### config.mk
export PLATFORM = sky130hd
export DESIGN_NAME = pipeline_hazard_ctrl_flat
export DESIGN_NICKNAME = d
export VERILOG_FILES = /design/src/rtl/pipeline_hazard_ctrl_if.sv /design/src/rtl/pipeline_hazard_ctrl.sv /design/src/flat_wrapper.sv
export SDC_FILE = /design/constraint.sdc
export NUM_CORES = 1
export LEC_CHECK = 0
export ABC_AREA = 1
export BUFFER_PORTS_ARGS = -buffer_cell sky130_fd_sc_hd__buf_2
export CORE_AREA = 2 2 108 110
export DETAILED_ROUTE_END_ITERATION = 6
export DIE_AREA = 0 0 110 112
export PLACE_DENSITY_LB_ADDON = 0.3
export RECOVER_POWER = 50
export SLEW_MARGIN = 20
export SYNTH_ARGS = -nofsm -noshare
export SYNTH_HDL_FRONTEND = slang
export SYNTH_SLANG_ARGS = --single-unit
### constraint.sdc
create_clock -name clk -period 2.2 [get_ports clk]
set_input_delay 0.11 -clock clk [delete_from_list [all_inputs] [get_ports clk]]
set_output_delay 0.11 -clock clk [all_outputs]
set_load 0.02 [all_outputs]
### src/rtl/pipeline_hazard_ctrl_if.sv
// Hazard-control bundle between the pipeline datapath and pipeline_hazard_ctrl.
//   master : datapath side, drives the hazard inputs and receives the stage controls
//   slave  : hazard controller side
// Inputs : id_rs1/id_rs2, id_uses_rs1/id_uses_rs2, exe_mem_read, exe_rd,
//          exe_br_taken, imem_read/imem_resp, dmem_active/dmem_resp
// Outputs: pc_load, if_id_load, id_exe_load, exe_mem_load, mem_wb_load,
//          id_exe_bubble, if_id_flush
interface pipeline_hazard_ctrl_if;
  localparam int unsigned REG_W = 5;

  logic [REG_W-1:0] id_rs1;
  logic [REG_W-1:0] id_rs2;
  logic             id_uses_rs1;
  logic             id_uses_rs2;
  logic             exe_mem_read;
  logic [REG_W-1:0] exe_rd;
  logic             exe_br_taken;
  logic             imem_read;
  logic             imem_resp;
  logic             dmem_active;
  logic             dmem_resp;

  logic             pc_load;
  logic             if_id_load;
  logic             id_exe_load;
  logic             exe_mem_load;
  logic             mem_wb_load;
  logic             id_exe_bubble;
  logic             if_id_flush;

  modport master (
    output id_rs1, id_rs2, id_uses_rs1, id_uses_rs2, exe_mem_read, exe_rd,
           exe_br_taken, imem_read, imem_resp, dmem_active, dmem_resp,
    input  pc_load, if_id_load, id_exe_load, exe_mem_load, mem_wb_load,
           id_exe_bubble, if_id_flush
  );

  modport slave (
    input  id_rs1, id_rs2, id_uses_rs1, id_uses_rs2, exe_mem_read, exe_rd,
           exe_br_taken, imem_read, imem_resp, dmem_active, dmem_resp,
    output pc_load, if_id_load, id_exe_load, exe_mem_load, mem_wb_load,
           id_exe_bubble, if_id_flush
  );
endinterface

### src/rtl/pipeline_hazard_ctrl.sv
// Pipeline hazard controller: freezes on memory stalls, flushes on taken
// branches, inserts a bubble on load-use hazards, and keeps saturating
// performance counters plus a sticky memory-timeout flag.
// Ports:
//   clk, reset_n     : clock, asynchronous active-low reset
//   hz (slave)       : hazard inputs and combinational stage controls
//   cnt_clear        : synchronous clear of counters and mem_timeout
//   stall_cnt, bubble_cnt, flush_cnt : saturating event counters
//   mem_timeout      : sticky, a memory stall outlasted TIMEOUT
//   state            : 0 = RUN, 1 = MEM_STALL
module pipeline_hazard_ctrl #(
  parameter int unsigned CNT_W   = 16,
  parameter int unsigned TIMEOUT = 255
) (
  input  logic                    clk,
  input  logic                    reset_n,
  pipeline_hazard_ctrl_if.slave   hz,
  input  logic                    cnt_clear,
  output logic [CNT_W-1:0]        stall_cnt,
  output logic [CNT_W-1:0]        bubble_cnt,
  output logic [CNT_W-1:0]        flush_cnt,
  output logic                    mem_timeout,
  output logic                    state
);

  localparam int unsigned          WAIT_W   = (TIMEOUT < 1) ? 1 : $clog2(TIMEOUT + 1);
  localparam logic [WAIT_W-1:0]    WAIT_MAX = WAIT_W'(TIMEOUT);
  localparam logic [CNT_W-1:0]     CNT_MAX  = '1;

  typedef enum logic {
    ST_RUN       = 1'b0,
    ST_MEM_STALL = 1'b1
  } state_e;

  state_e            state_q, state_d;
  logic [WAIT_W-1:0] wait_q, wait_d;
  logic              mem_stall;
  logic              load_use;
  logic              flush_ev;
  logic              bubble_ev;
  logic [6:0]        ctl;

  // Hazard detection
  assign mem_stall = (hz.imem_read & ~hz.imem_resp) | (hz.dmem_active & ~hz.dmem_resp);
  assign load_use  = hz.exe_mem_read & (hz.exe_rd != '0) &
                     ((hz.id_uses_rs1 & (hz.exe_rd == hz.id_rs1)) |
                      (hz.id_uses_rs2 & (hz.exe_rd == hz.id_rs2)));

  // Events hidden behind a freeze are not counted; they re-evaluate afterwards
  assign flush_ev  = ~mem_stall & hz.exe_br_taken;
  assign bubble_ev = ~mem_stall & ~hz.exe_br_taken & load_use;

  // Next state, wait counter and stage controls
  always_comb begin
    state_d = state_q;
    wait_d  = wait_q;
    ctl     = '0;

    case (state_q)
      ST_RUN:       if (mem_stall)  state_d = ST_MEM_STALL;
      ST_MEM_STALL: if (!mem_stall) state_d = ST_RUN;
      default:      state_d = ST_RUN;
    endcase

    if (state_d == ST_RUN) begin
      wait_d = '0;
    end else if ((state_q == ST_MEM_STALL) && (wait_q != WAIT_MAX)) begin
      wait_d = wait_q + WAIT_W'(1);
    end

    // Order: pc, if_id, id_exe, exe_mem, mem_wb, id_exe_bubble, if_id_flush
    if (reset_n) begin
      if (mem_stall)             ctl = 7'b000_0000;
      else if (hz.exe_br_taken)  ctl = 7'b111_1111;
      else if (load_use)         ctl = 7'b001_1110;
      else                       ctl = 7'b111_1100;
    end
  end

  assign {hz.pc_load, hz.if_id_load, hz.id_exe_load, hz.exe_mem_load,
          hz.mem_wb_load, hz.id_exe_bubble, hz.if_id_flush} = ctl;

  assign state = (state_q == ST_MEM_STALL);

  // FSM state and stall-duration register
  always_ff @(posedge clk or negedge reset_n) begin
    if (!reset_n) begin
      state_q <= ST_RUN;
      wait_q  <= '0;
    end else begin
      state_q <= state_d;
      wait_q  <= wait_d;
    end
  end

  // Saturating performance counters and sticky timeout
  always_ff @(posedge clk or negedge reset_n) begin
    if (!reset_n) begin
      stall_cnt   <= '0;
      bubble_cnt  <= '0;
      flush_cnt   <= '0;
      mem_timeout <= 1'b0;
    end else if (cnt_clear) begin
      stall_cnt   <= '0;
      bubble_cnt  <= '0;
      flush_cnt   <= '0;
      mem_timeout <= 1'b0;
    end else begin
      if (mem_stall && (stall_cnt != CNT_MAX))   stall_cnt  <= stall_cnt + CNT_W'(1);
      if (bubble_ev && (bubble_cnt != CNT_MAX))  bubble_cnt <= bubble_cnt + CNT_W'(1);
      if (flush_ev && (flush_cnt != CNT_MAX))    flush_cnt  <= flush_cnt + CNT_W'(1);
      if ((state_q == ST_MEM_STALL) && (wait_q == WAIT_MAX) && mem_stall) mem_timeout <= 1'b1;
    end
  end

endmodule

### src/flat_wrapper.sv
// flat-port wrapper written by rule: the top's interface ports become plain ports
module pipeline_hazard_ctrl_flat 
#(
  parameter int unsigned CNT_W   = 16,
  parameter int unsigned TIMEOUT = 255
)
  (clk, reset_n, cnt_clear, stall_cnt, bubble_cnt, flush_cnt, mem_timeout, state, hz_id_rs1, hz_id_rs2, hz_id_uses_rs1, hz_id_uses_rs2, hz_exe_mem_read, hz_exe_rd, hz_exe_br_taken, hz_imem_read, hz_imem_resp, hz_dmem_active, hz_dmem_resp, hz_pc_load, hz_if_id_load, hz_id_exe_load, hz_exe_mem_load, hz_mem_wb_load, hz_id_exe_bubble, hz_if_id_flush);
  pipeline_hazard_ctrl_if hz_i ();
  input  logic clk;
  input  logic reset_n;
  input  logic cnt_clear;
  output logic [CNT_W-1:0] stall_cnt;
  output logic [CNT_W-1:0] bubble_cnt;
  output logic [CNT_W-1:0] flush_cnt;
  output logic mem_timeout;
  output logic state;
  input wire logic [$bits(hz_i.id_rs1)-1:0] hz_id_rs1;
  input wire logic [$bits(hz_i.id_rs2)-1:0] hz_id_rs2;
  input wire logic [$bits(hz_i.id_uses_rs1)-1:0] hz_id_uses_rs1;
  input wire logic [$bits(hz_i.id_uses_rs2)-1:0] hz_id_uses_rs2;
  input wire logic [$bits(hz_i.exe_mem_read)-1:0] hz_exe_mem_read;
  input wire logic [$bits(hz_i.exe_rd)-1:0] hz_exe_rd;
  input wire logic [$bits(hz_i.exe_br_taken)-1:0] hz_exe_br_taken;
  input wire logic [$bits(hz_i.imem_read)-1:0] hz_imem_read;
  input wire logic [$bits(hz_i.imem_resp)-1:0] hz_imem_resp;
  input wire logic [$bits(hz_i.dmem_active)-1:0] hz_dmem_active;
  input wire logic [$bits(hz_i.dmem_resp)-1:0] hz_dmem_resp;
  output wire logic [$bits(hz_i.pc_load)-1:0] hz_pc_load;
  output wire logic [$bits(hz_i.if_id_load)-1:0] hz_if_id_load;
  output wire logic [$bits(hz_i.id_exe_load)-1:0] hz_id_exe_load;
  output wire logic [$bits(hz_i.exe_mem_load)-1:0] hz_exe_mem_load;
  output wire logic [$bits(hz_i.mem_wb_load)-1:0] hz_mem_wb_load;
  output wire logic [$bits(hz_i.id_exe_bubble)-1:0] hz_id_exe_bubble;
  output wire logic [$bits(hz_i.if_id_flush)-1:0] hz_if_id_flush;
  assign hz_i.id_rs1 = hz_id_rs1;
  assign hz_i.id_rs2 = hz_id_rs2;
  assign hz_i.id_uses_rs1 = hz_id_uses_rs1;
  assign hz_i.id_uses_rs2 = hz_id_uses_rs2;
  assign hz_i.exe_mem_read = hz_exe_mem_read;
  assign hz_i.exe_rd = hz_exe_rd;
  assign hz_i.exe_br_taken = hz_exe_br_taken;
  assign hz_i.imem_read = hz_imem_read;
  assign hz_i.imem_resp = hz_imem_resp;
  assign hz_i.dmem_active = hz_dmem_active;
  assign hz_i.dmem_resp = hz_dmem_resp;
  assign hz_pc_load = hz_i.pc_load;
  assign hz_if_id_load = hz_i.if_id_load;
  assign hz_id_exe_load = hz_i.id_exe_load;
  assign hz_exe_mem_load = hz_i.exe_mem_load;
  assign hz_mem_wb_load = hz_i.mem_wb_load;
  assign hz_id_exe_bubble = hz_i.id_exe_bubble;
  assign hz_if_id_flush = hz_i.if_id_flush;
  pipeline_hazard_ctrl #(.CNT_W(CNT_W), .TIMEOUT(TIMEOUT)) u_core (.clk(clk), .reset_n(reset_n), .hz(hz_i), .cnt_clear(cnt_clear), .stall_cnt(stall_cnt), .bubble_cnt(bubble_cnt), .flush_cnt(flush_cnt), .mem_timeout(mem_timeout), .state(state));
endmodule
==> key figures <==
Status
  – Outcome: finished clean

Routing
  – Initial detailed-routing violation count: 154
  – WL/cell: roughly 13 um
  – DR pass1 iterations: 4
  – Via Count: 3719
  – Final WL: approximately 9800 um
  – Post-route DRC violation count: 0
  – Detail-routed via count per cell: slightly below 5
  – Remaining antenna violation count: 0

Synth
  – Mapped Nets: about 560
  – Post-synth top area share: 0.383
  – Synth Warn #: 0
  – Synth top cells by count: 140 x nand2_1, 65 x inv_1, 62 x nor2_1
  – Avg Inst Size Synth: roughly 7.1 um^2
  – Synth area leaders: dfrtp_1 38%, nand2_1 14%, inv_1 6.4%, nand3_1 6.3%, nor2_1 6.1%
  – Count leader, synth: nand2_1
  – EDFF count, synth: 0
  – Synth area leader: dfrtp_1
  – Register area share after synthesis: 0.383
  – Count of cell types in the netlist: 36
  – #FFs+latches synth: 58
  – Ys async rst share: 1.00
  – Syn Inst Count: between 500 and 600
  – Mapped Area: about 3800 um^2
  – Top_reg_cell synth: dfrtp_1

Placed design
  – GPL Wtd Cong: roughly 0.9
  – Post-detail-place hpwl: 7110 um
  – Dpl cell area: 4330 um^2
  – Port Buffer Count: 82
  – Place WS: 0.283 ns
  – Placed Cells: between 700 and 800

Timing
  – Fin. Hold Viols: 0
  – # setup viols final: 0
  – RSZ-0062 raised after global routing: no
  – Period utilization: 0.878
  – Worst Slack Setup Final: between 0.2 and 0.3 ns
  – Max Slew Vio Count: 0
  – Setup Skew: a little over 0.01 ns
  – Worst Tran Pin Value: ~1.5 ns
  – Setup TNS: 0 ns
  – Final hold slack: 0.225 ns
  – Max Clk Rate: 518 MHz
  – Fin crit period: just under 2 ns
  – Max_slew headroom: 0.0212

Clock network
  – Post-cts sizing count: 0
  – Hold_buf cts: 0
  – Cts bufs inserted: 9
  – Post-CTS setup buffer count: 0
  – Total clock sinks: 58
  – Root buf cell: clkbuf_16
  – TritonCTS clock tree: done
  – Worst-Skew Late Latency: between 0.3 and 0.4 ns
  – Htree depth: 3
  – Clk buf depth: 2
  – Clock slew at reported path FFs: 0.05 ns

Global routing
  – GRT overflow: 0
  – First-pass GRT wire length: around 16000 um
  – Largest net degree at the start of global routing: between 50 and 60
  – Vias in the first global route: between 3k and 4k
  – GR Util All Layers: 0.167
  – Initial antenna violation count: 0

Setup path
  – Startpoint Class: flop
  – Required time of the critical path: ~2.4 ns
  – Critical Path, Cell by Cell: ha_1 -> nand3_1 -> nor2_2 -> nand3_1 -> nand2_4 -> inv_4 -> nor2_8 -> inv_2 -> nand2_1 -> nand2_1
  – Critical path arrival: 2.15 ns
  – WS Path Type: flop to flop
  – Critical Path Max Stage Delay: 0.48 ns
  – Worst Path Max Fanout: 12
  – Critical path's slowest cell: dfrtp_1
  – Register-to-Register Path Depth: 10
  – Critical path endpoint category: flop

Hold path
  – Hold path depth: 2
  – Worst Hold Class: primary input to flop

Final layout
  – Final #Nets: 646
  – Non-Filler Instances: between 700 and 800
  – Layout area overhead: 21.0%
  – N_diodes: 0
  – Share of layout cells above drive strength 1: 0.161
  – Post-Layout Inst Area: between 4000 and 5000 um^2

Floorplanning
  – Die height: between 100 and 150 um
  – Die width: roughly 110 um
  – Die area: about 12000 um^2
  – IO Pins: 83
  – Starting Density: 0.339
  – FP Rows: 39
  – Core region area: between 10000 and 15000 um^2

Pwr
  – VDD IR max: 324 uV
  – Leak Pwr: between 2 and 2.5 nW
  – Total power divided by cell area: 615 nW/um^2

Run
  – Maxcap violations: 0
cells by family after synthesis:
family / count (synthesis) / synth area share
xor gates and xnor gates: 21 / 0.0485
AOI/OAI and AO/OA: 47 / 0.0723
adders and majority gates: 4 / 0.0132
and+or+nand+nor: 317 / 0.386
DFF: 58 / 0.383
buffers and inverters: 84 / 0.0977
critical path, delay by kind of cell (launching register included):
family,cells,cell delay (ns)
AND/OR/NAND/NOR,7,0.89
flip-flops,1,0.48
adder cells (fa/ha/maj),1,0.25
buffers and inverters,2,0.20
report_power, final:
part | switching, W | internal [W] | leakage, nW
clock network | 0.000467 | 0.000960 | 0.152
registers | 0.0000266 | 0.00109 | 0.803
logic | 0.000196 | 0.0000845 | 1.25
total | 0.000690 | 0.00213 | 2.20
layer usage:
layer	GRT usage	vias to the layer above	wire (um)
met5	0	-	0
met4	0.0405	0	54
met3	0.0433	5	537
met2	0.275	105	4750
met1	0.218	1734	4490
li1	-	1875	-
layout make-up:
| type | instances | area, um^2 |
|---|---|---|
| tap | 143 | 179 |
| timing repair buffer | 90 | 433 |
| fill | 1179 | 6580 |
| clock inverter | 2 | 35.0 |
| clock buffer | 13 | 270 |
| inverter | 68 | 258 |
| sequential | 58 | 1450 |
| multi-input combinational | 389 | 1960 |
final timing paths:
check,endpoint,slack (ns),from
min reg2reg,u_core.mem_timeout,0.51,u_core.mem_timeout
min in group asynchronous,u_core.state,0.33,reset_n
max in group asynchronous,u_core.flush_cnt[2],1.00,reset_n
min,u_core.state,0.23,hz_imem_resp
max reg2reg,u_core.flush_cnt[12],0.27,u_core.flush_cnt[0]
max,u_core.flush_cnt[12],0.27,u_core.flush_cnt[0]
cells in the final DEF (no fill, tap or decap), types with 2 or more instances in the layout:
cell       instances
a21oi_1           11
buf_2             54
buf_4              7
clkbuf_1          29
clkbuf_16          9
clkbuf_8           3
dfrtp_1           58
ha_1               4
inv_1             65
inv_2              2
nand2_1          140
nand2_2            4
nand2_4            2
nand3_1           48
nand4_1           23
nor2_1            62
nor2_2             3
nor2_4             2
nor3_1            23
nor3_2             5
o21ai_0           17
o21ai_1            6
o21ai_2            2
o31ai_1            6
xnor2_1            4
xor2_1            17
state kept, by name, summed over array words and instances (netlist names):
register	count
u_core.bubble_cnt	16
u_core.mem_timeout	1
u_core.wait_q	8
u_core.flush_cnt	16
u_core.state	1
u_core.stall_cnt	16
stage by stage:
stage	total power (W)	utilization
floorplan	0.00131	-
global placement	0.00142	0.387
detailed placement	0.00142	0.387
CTS	0.00286	0.415
global route	0.00296	0.411
finish	0.00282	0.411
(Power assumes the default switching activity.)
